<file path="src/rtl/pc_seq_pkg.sv">
// Shared types and default parameters for the program-counter sequencer.
package pc_seq_pkg;

  typedef enum logic [1:0] {IDLE, FETCH, REDIRECT, HALTED} pc_state_t;

  localparam int                    PC_WIDTH        = 16;
  localparam int                    PC_STEP         = 2;
  localparam logic [PC_WIDTH-1:0]   PC_RESET_VECTOR = '0;

endpackage

</file>
<file path="src/rtl/pc_sequencer_adder.sv">
// Modulo-2^n adder shared between the sequential and branch-target paths.
module pc_sequencer_adder #(
  parameter int n = 16
) (
  input  logic [n-1:0] a,
  input  logic [n-1:0] b,
  output logic [n-1:0] sum
);

  // Carry out is intentionally dropped: PC arithmetic wraps.
  assign sum = a + b;

endmodule

</file>
<file path="src/rtl/pc_sequencer.sv">
// PC register and update sequencer: increment, relative branch, absolute jump, stall, halt.
module pc_sequencer
  import pc_seq_pkg::*;
#(
  parameter int               n            = PC_WIDTH,
  parameter int               STEP         = PC_STEP,
  parameter logic [n-1:0]     RESET_VECTOR = PC_RESET_VECTOR
) (
  input  logic         clk,
  input  logic         rst_n,
  input  logic         en,
  input  logic         stall,
  input  logic         halt,
  input  logic         jump,
  input  logic [n-1:0] jump_target,
  input  logic         branch_taken,
  input  logic [n-1:0] branch_offset,
  input  logic         fetch_ready,
  output logic         fetch_valid,
  output logic [n-1:0] pc,
  output logic [n-1:0] pc_link,
  output logic         link_valid,
  output logic         halted
);

  localparam logic [n-1:0] STEP_V     = n'(STEP);
  localparam logic [n-1:0] ALIGN_MASK = ~(STEP_V - n'(1));

  pc_state_t             state_q, state_d;
  logic [n-1:0]          pc_q, pc_d;
  logic signed [n-1:0]   offset_q, offset_d;
  logic [n-1:0]          adder_b;
  logic [n-1:0]          adder_sum;

  // One adder: PC+STEP everywhere except the REDIRECT shadow cycle.
  assign adder_b = (state_q == REDIRECT) ? $unsigned(offset_q) : STEP_V;

  pc_sequencer_adder #(.n(n)) u_adder (
    .a   (pc_q),
    .b   (adder_b),
    .sum (adder_sum)
  );

  assign pc          = pc_q;
  assign pc_link     = adder_sum;
  assign link_valid  = (state_q == FETCH);
  assign fetch_valid = (state_q == FETCH) & ~stall;
  assign halted      = (state_q == HALTED);

  always_comb begin
    state_d  = state_q;
    pc_d     = pc_q;
    offset_d = offset_q;
    unique case (state_q)
      IDLE: begin
        if (halt)    state_d = HALTED;
        else if (en) state_d = FETCH;
      end
      FETCH: begin
        if (halt) begin
          state_d = HALTED;
        end else if (!en) begin
          state_d = IDLE;
        end else if (jump) begin
          pc_d = jump_target & ALIGN_MASK;
        end else if (branch_taken) begin
          offset_d = branch_offset;
          state_d  = REDIRECT;
        end else if (fetch_valid && fetch_ready) begin
          pc_d = adder_sum;
        end
      end
      REDIRECT: begin
        if (halt) begin
          state_d = HALTED;
        end else begin
          pc_d    = adder_sum & ALIGN_MASK;
          state_d = FETCH;
        end
      end
      HALTED: begin
        state_d = HALTED;
      end
      default: state_d = IDLE;
    endcase
  end

  always_ff @(posedge clk or negedge rst_n) begin
    if (!rst_n) begin
      state_q  <= IDLE;
      pc_q     <= RESET_VECTOR;
      offset_q <= '0;
    end else begin
      state_q  <= state_d;
      pc_q     <= pc_d;
      offset_q <= offset_d;
    end
  end

endmodule

</file>
<file path="config.mk">
export PLATFORM = sky130hd
export DESIGN_NAME = pc_sequencer
export DESIGN_NICKNAME = d
export VERILOG_FILES = /design/src/rtl/pc_seq_pkg.sv /design/src/rtl/pc_sequencer_adder.sv /design/src/rtl/pc_sequencer.sv
export SDC_FILE = /design/constraint.sdc
export NUM_CORES = 1
export LEC_CHECK = 0
export CAP_MARGIN = 25
export CELL_PAD_IN_SITES_DETAIL_PLACEMENT = 0
export CELL_PAD_IN_SITES_GLOBAL_PLACEMENT = 1
export CORE_ASPECT_RATIO = 2
export CORE_MARGIN = 4
export CORE_UTILIZATION = 51
export DETAILED_ROUTE_END_ITERATION = 8
export DONT_BUFFER_PORTS = 1
export PLACE_DENSITY_LB_ADDON = 0.1
export SLEW_MARGIN = 20
export SYNTH_ARGS = -nofsm -noshare
export SYNTH_HDL_FRONTEND = slang
export SYNTH_SLANG_ARGS = --single-unit
</file>
<file path="constraint.sdc">
create_clock -name clk -period 6.5 [get_ports clk]
set_input_delay 0.975 -clock clk [delete_from_list [all_inputs] [get_ports clk]]
set_output_delay 0.975 -clock clk [all_outputs]
set_load 0.05 [all_outputs]
</file>
==> flow_summary.ini <==
[run_status]
outcome = completed

[clocking]
clock_tree.htree_level_count = 2
cts-buffers-inserted = 5
cts.repair.resized = 0
cts_tree = yes
cts_setup_buffers = 0
buffers_from_clock_root_to_sink_at_most = 2
clkSlewWorstSetupHoldPaths_ns = 0.07
cts_hold_repair.buffers = 0
cts-root-buf = sky130_fd_sc_hd__clkbuf_8
cts_num_sinks = 34
clock_insertion_delay_worst_skew_ns = 0.28

[logic_synthesis]
synth_top_cell_by_area = sky130_fd_sc_hd__dfrtp_1
synth.lib_cells_used.distinct = 46
post-synth-top-area-fraction_pct = 34.6
synth_top_flop_cell = sky130_fd_sc_hd__dfrtp_1
count_of_flip_flops_with_a_built_in_enable_after_synthesis = 0
ys.warnings.count = 0
fraction_of_registers_with_async_set_or_reset_after_synthesis_pct = 100
syn_avg_cell_area_sq_um = 9.75
ys_top_cells_by_area = sky130_fd_sc_hd__dfrtp_1, sky130_fd_sc_hd__ha_1, sky130_fd_sc_hd__mux2_2, sky130_fd_sc_hd__mux2i_1, sky130_fd_sc_hd__nand2_1
synthesis.instances = 252
ys_seq_area_share_pct = 34.6
synth_seq_cells = 34
mappedNetlistNets = 312
mappedNetlistArea_sq_mm = 0.00246

[critical_path]
crit_top_cell = sky130_fd_sc_hd__ha_1
critical_path_arrival_ns = 3.66
critical-path-max-stage-delay_ns = 0.86
path_cells = inv_1 > ha_1 > and2_1 > ha_1 > fa_1 > a21o_1 > a221oi_2 > o21ai_2 > xor2_1
startpoint_type = flip-flop
ff2ff_path_depth = 11
critical-path-top-delay-family = adder cells
cp_data_required_time_ns = 5.52
critical_path_depth = 9
critical-path-slowest-cell = sky130_fd_sc_hd__xor2_1
worst-path-max-fanout = 21
timing_worst_setup_path_type = reg2out
end_kind = primary output
path_buf_inv = 1

[sta]
worst_slack_ns = 1.86
timing.final.setup_violations = 0
finalHoldViolations = 0
minimum_period_implied_by_the_final_worst_setup_slack_ns = 4.64
final.period_utilization_pct = 71.4
tns_ns = 0
final-max-slew-violation-count = 0
final.setup_skew_ns = 0.00655
unrepaired_setup_endpoints_after_global_routing = no
fmax_mhz = 216
slew-limit-headroom_pct = 26.3
worst_slew_pin_slew_ns = 1.10
hold_ws_ns = 0.384

[pwr]
switching_share_pct = 52.8
internal_cell_power_w = 0.000511
power.clock.fraction_pct = 17.5
p_sw_w = 0.000572
power.density_mw_per_mm2 = 403
fin_total_pwr_w = 0.00108
combPwrFrac_pct = 42.2
worst_ir_drop_vdd_uv = 213
leakagePower_nw = 1.32
pwr-share-seq_pct = 40.2

[global_route]
antenna_found_initial = 0
grt.overflow.total = 0
vias_in_the_first_global_route = 1954
grt_first_pass_wirelength_um = 9250
pin_count_of_the_biggest_net_entering_global_routing = 42
grt_use_total_pct = 19.2

[drt]
avgViaCountPerCell = 5.80
drcViolationCount = 0
tritonroute_pass_1_iters = 4
wirelength_um = 5510
drt-wirelength-per-cell_um = 17.3
detailroute.via_count = 1850
detailedRoute.firstIterationViolations = 39
drtAntennaViolNets = 0

[floorplan]
core_area_sq_mm = 0.00464
die_area_sq_mm = 0.00606
start_util_pct = 52.9
width_of_the_chip_um = 57.1
placement_rows = 35
io_pins = 75
die_height_um = 106

[layout]
layoutNonFillerInstCount = 319
area_added_between_synthesis_and_finish_pct = 9.42
most-common-layout-cells = sky130_fd_sc_hd__dfrtp_1, sky130_fd_sc_hd__nand2_1, sky130_fd_sc_hd__ha_1, sky130_fd_sc_hd__o21ai_0, sky130_fd_sc_hd__mux2_2
mostFrequentLayoutCell = sky130_fd_sc_hd__dfrtp_1
filler_cell_count = 447
net_total_in_the_final_layout = 323
antennaDiodeCount = 0
post_route_cells_drive_above_1_share_pct = 16.7

[place]
placed_cells = 310
placer_s_final_routability_congestion_estimate = 0.788
post_place_setup_slack_ns = 2.15
dp_hpwl_um = 4240
port_buffers = 0

[flow_run]
cap_violations = 0

[min_path]
worstHoldPathType = in2async
==> sequential cells by signal (all words and copies together), names as in the netlist <==
signal	flops
offset_q	16
pc	16
state_q	2
==> kinds of logic after synthesis <==
kind of cell | Yosys count | share of synthesized area, %
AO/OA/AOI/OAI | 60 | 17.8
multiplexers | 29 | 12.6
flip-flops | 34 | 34.6
XOR/XNOR | 15 | 5.35
AND/OR/NAND/NOR | 75 | 15.7
adder cells (fa/ha/maj) | 20 | 10.5
buffers and inverters | 19 | 3.36
==> area by class of cell <==
cell class | instances | area [sq um] | area share (%)
Inverter | 6 | 22.5 | 0.838
Clock inverter | 1 | 30.0 | 1.12
Timing Repair Buffer | 17 | 116 | 4.33
Multi-Input combinational cell | 199 | 1520 | 56.7
Clock buffer | 7 | 76.3 | 2.84
Sequential cell | 34 | 851 | 31.7
Tap cell | 55 | 68.8 | 2.56
==> worst reg2reg max path, cell delays in order, from the launching register on <==
cell	delay, ns
sky130_fd_sc_hd__dfrtp_1	0.37
sky130_fd_sc_hd__inv_1	0.09
sky130_fd_sc_hd__ha_1	0.43
sky130_fd_sc_hd__and2_1	0.25
sky130_fd_sc_hd__ha_1	0.21
sky130_fd_sc_hd__fa_1	0.41
sky130_fd_sc_hd__a21o_1	0.21
sky130_fd_sc_hd__a221oi_2	0.38
sky130_fd_sc_hd__o21ai_2	0.17
sky130_fd_sc_hd__xor2_1	0.86
sky130_fd_sc_hd__mux2i_1	0.17
sky130_fd_sc_hd__o21ai_0	0.19
==> path summary, 6_finish.rpt <==
check / slack, ns / endpoint / start
setup / recovery: 1.86 / pc_link[12] / state_q[0]
hold / removal: 0.38 / pc[6] / rst_n
setup reg to reg: 2.68 / pc[12] / state_q[0]
hold reg to reg: 0.50 / offset_q[0] / offset_q[0]
max in group asynchronous: 6.03 / pc[15] / rst_n
min in group clk: 0.50 / offset_q[0] / offset_q[0]
==> layer usage <==
metal | global-route usage [%] | up-vias | routed length (um)
met5 | 0 | - | 0
met4 | 5.97 | 0 | 102
met3 | 4.01 | 9 | 265
met2 | 36.9 | 49 | 3080
met1 | 19.8 | 877 | 2060
li1 | - | 915 | -
==> synth_stat cells, drive strengths merged (5+ instances only) <==
cell,count
mux2,16
a21o,7
clkbuf,9
xnor2,10
ha,19
inv,6
nand3,5
a21oi,13
nand2,29
nor2,6
o21ai,20
mux2i,13
nand2b,6
dfrtp,34
xor2,5
and2,14
==> through the flow <==
stage | utilization, % | cell area, sq um
finish | 57.9 | 2690
floorplan | - | 2460
CTS | 57.7 | 2680
global placement | 53.9 | 2500
global route | 57.9 | 2690
detailed placement | 55.4 | 2570
==> power by group through the flow <==
| stage | Sequential [W] | Clock, W | Combinational [W] |
|---|---|---|---|
| after CTS | 0.000439 | 0.000197 | 0.000463 |
| final | 0.000436 | 0.000190 | 0.000457 |
| after floorplan | 0.000429 | 0 | 0.000365 |
| after global routing | 0.000443 | 0.000206 | 0.000494 |
| after global placement | 0.000443 | 0 | 0.000415 |
| after detailed placement | 0.000444 | 0 | 0.000462 |
No activity file was read; power rests on OpenSTA's default activity.
==> RTL edit (same flow settings) <==
Change the package constant `PC_WIDTH` from 16 to 32.
--- a/src/rtl/pc_seq_pkg.sv
+++ b/src/rtl/pc_seq_pkg.sv
@@ -4,5 +4,5 @@
   typedef enum logic [1:0] {IDLE, FETCH, REDIRECT, HALTED} pc_state_t;
 
-  localparam int                    PC_WIDTH        = 16;
+  localparam int                    PC_WIDTH        = 32;
   localparam int                    PC_STEP         = 2;
   localparam logic [PC_WIDTH-1:0]   PC_RESET_VECTOR = '0;
Interface: changed (resized branch_offset, jump_target, pc and pc_link); port bits go from 75 to 139. The function was not compared with the original's and may differ.
==> RTL edit against the unedited design <==
  * Worst setup slack lost 0.58 ns
  * Critical path type unchanged
  * Critical path depth up 4
  * Area after synthesis rose by 98%
  * Sequential power is 110% higher
  * Total power grew 130%
  * Critical endpoint is now pc_link[24]
  * Die area is 86% higher
  * Sequential cell count rose by 32
  * Global-route usage up 6.9 points
  * Cell area is 100% higher
  * Wire length rose to 2.6 times the old value
==> RTL edit: results (changes against the unedited design) <==
The critical path is of the flop to primary output type. Worst setup path endpoint: pc_link[24]. The sequential group share of total power came out at 36.8% (-3.4 points). The xor/xnor share of the synthesized area was 5.59% (+0.24 points); the number of violations reported at the end of detailed-routing iteration 0 was 209 (+440%). The maximum fanout along the worst path was 16 (-24%). The cell depth of the worst flop-to-flop path was 14 (+3); the via count of the first global-routing pass was 4,578 (+130%). The register-to-register setup slack is 2.27 ns (-0.41 ns). In this run the critical register-to-register path is captured at pc[24]. The run gives 1.49 ns (-0.657 ns) as the setup slack at placement.

The routing usage on met2 was 49.2% (+12 points). The tools report the detailed-route via count as 4,259 (+130%). The data arrival time of the critical path came out at 4.24 ns (+0.58 ns). The power in combinational cells is 0.00107 W (+130%), and the number of buffer and inverter instances along the worst setup path is 2 (+1). The overall routed net length was 14,200 um (+160%); the power per cell area was 452 nW/um^2 (+12%). The logs give 6.75% (+2.7 points) for the met3 global-route usage and 3 (+1) for the number of H-tree branching levels.

The clock latency on the worst-skew pair was 0.34 ns (+0.06 ns). The number of warnings reported in the yosys synthesis log came out at 0 (unchanged). The average wire per cell in the routed design came out at 20.4 um (+18%). The met1 usage came out at 25.1% (+5.3 points).

The weighted congestion at the end of routability-driven global placement came out at 0.896 (+14%). The tools report the routed metal-1 wire length as 4780 um (+130%). The logs give 0.00861 ns (+0.00206 ns) for the worst setup skew after layout and 862 (+93%) for the fill cell total of the finished layout.

Ranked by total cell area, the synthesized netlist is headed by sky130_fd_sc_hd__dfrtp_1 (34%), sky130_fd_sc_hd__ha_1 (9.0%), sky130_fd_sc_hd__mux2_2 (7.4%). The tools report the leakage power summed over all cells as 2.68 nW (+100%). By count the netlist is led by sky130_fd_sc_hd__nand2_1 (69), sky130_fd_sc_hd__dfrtp_1 (66), sky130_fd_sc_hd__a21oi_1 (54). Adder and majority cell fraction of the synthesized area: 9.43% (-1.1 points).

The run gives 67 (+60%) as the largest net degree at the start of global routing. The number of buffers inserted during clock tree synthesis is 9 (+4), and the detailed-placement wirelength estimate is 11,100 um (+160%). Classification of the worst-slack hold path: input port to asynchronous set/reset pin. The area fraction in compound gates after synthesis is 19.0% (+1.2 points). The tools report the total length of routed met2 wires as 7970 um (+160%). The detailed-router iteration count before antenna repair was 5 (+1); the fraction of final layout cells with drive strength greater than 1 was 15.4% (-1.3 points). The flow ran to the end, and the final reports show no timing, DRC or antenna violations.

For the largest vdd supply drop, the log shows 0.311 mV (+46%). The portion of netlist area occupied by mux cells is 7.63% (-5.0 points). The measured slew at the worst slew-check pin was 1.09 ns (-0.0101 ns). The run gives 562 (+120%) as the gate count of the mapped netlist. The cell area after placement came out at 5130 um^2 (+100%). The run gives 26.1% (+6.9 points) as the overall global routing resource usage. The net count of the mapped netlist was 670 (+110%); the switching part of the total was 54.0% (+1.2 points). The final setup slack of the worst path is 1.29 ns (-0.576 ns). The number of distinct library cell variants in the gate-level netlist after synthesis was 55 (+20%).
## RTL edit: cell types whose count changed in the layout (fill, tap and decap cells not counted), sizes merged, moves of 12 or more
cell	before	now
a31oi	2	14
and2	14	33
nand2	29	69
buf	17	39
dfrtp	34	66
mux2i	13	1
nor2	6	44
ha	19	35
mux2	16	32
nand3	5	26
a21oi	13	55
## RTL edit: area by class of cell
cell class | instances | area, um^2 | share of cell area (%)
Clock buffer | 10 | 239 | 4.37
Clock inverter | 6 | 66.3 | 1.21
Inverter | 11 | 41.3 | 0.755
Multi-Input combinational cell | 457 | 3060 | 55.9
Sequential cell | 66 | 1650 | 30.2
Tap cell | 104 | 130 | 2.38
Timing Repair Buffer | 42 | 285 | 5.22
## RTL edit: how the worst min path moves through the flow
stage	end	slack, ns
floorplan	offset_q[1]	0.47
global placement	offset_q[1]	0.48
detailed placement	offset_q[22]	0.49
CTS	pc[4]	0.32
global route	pc[4]	0.31
finish	pc[4]	0.33
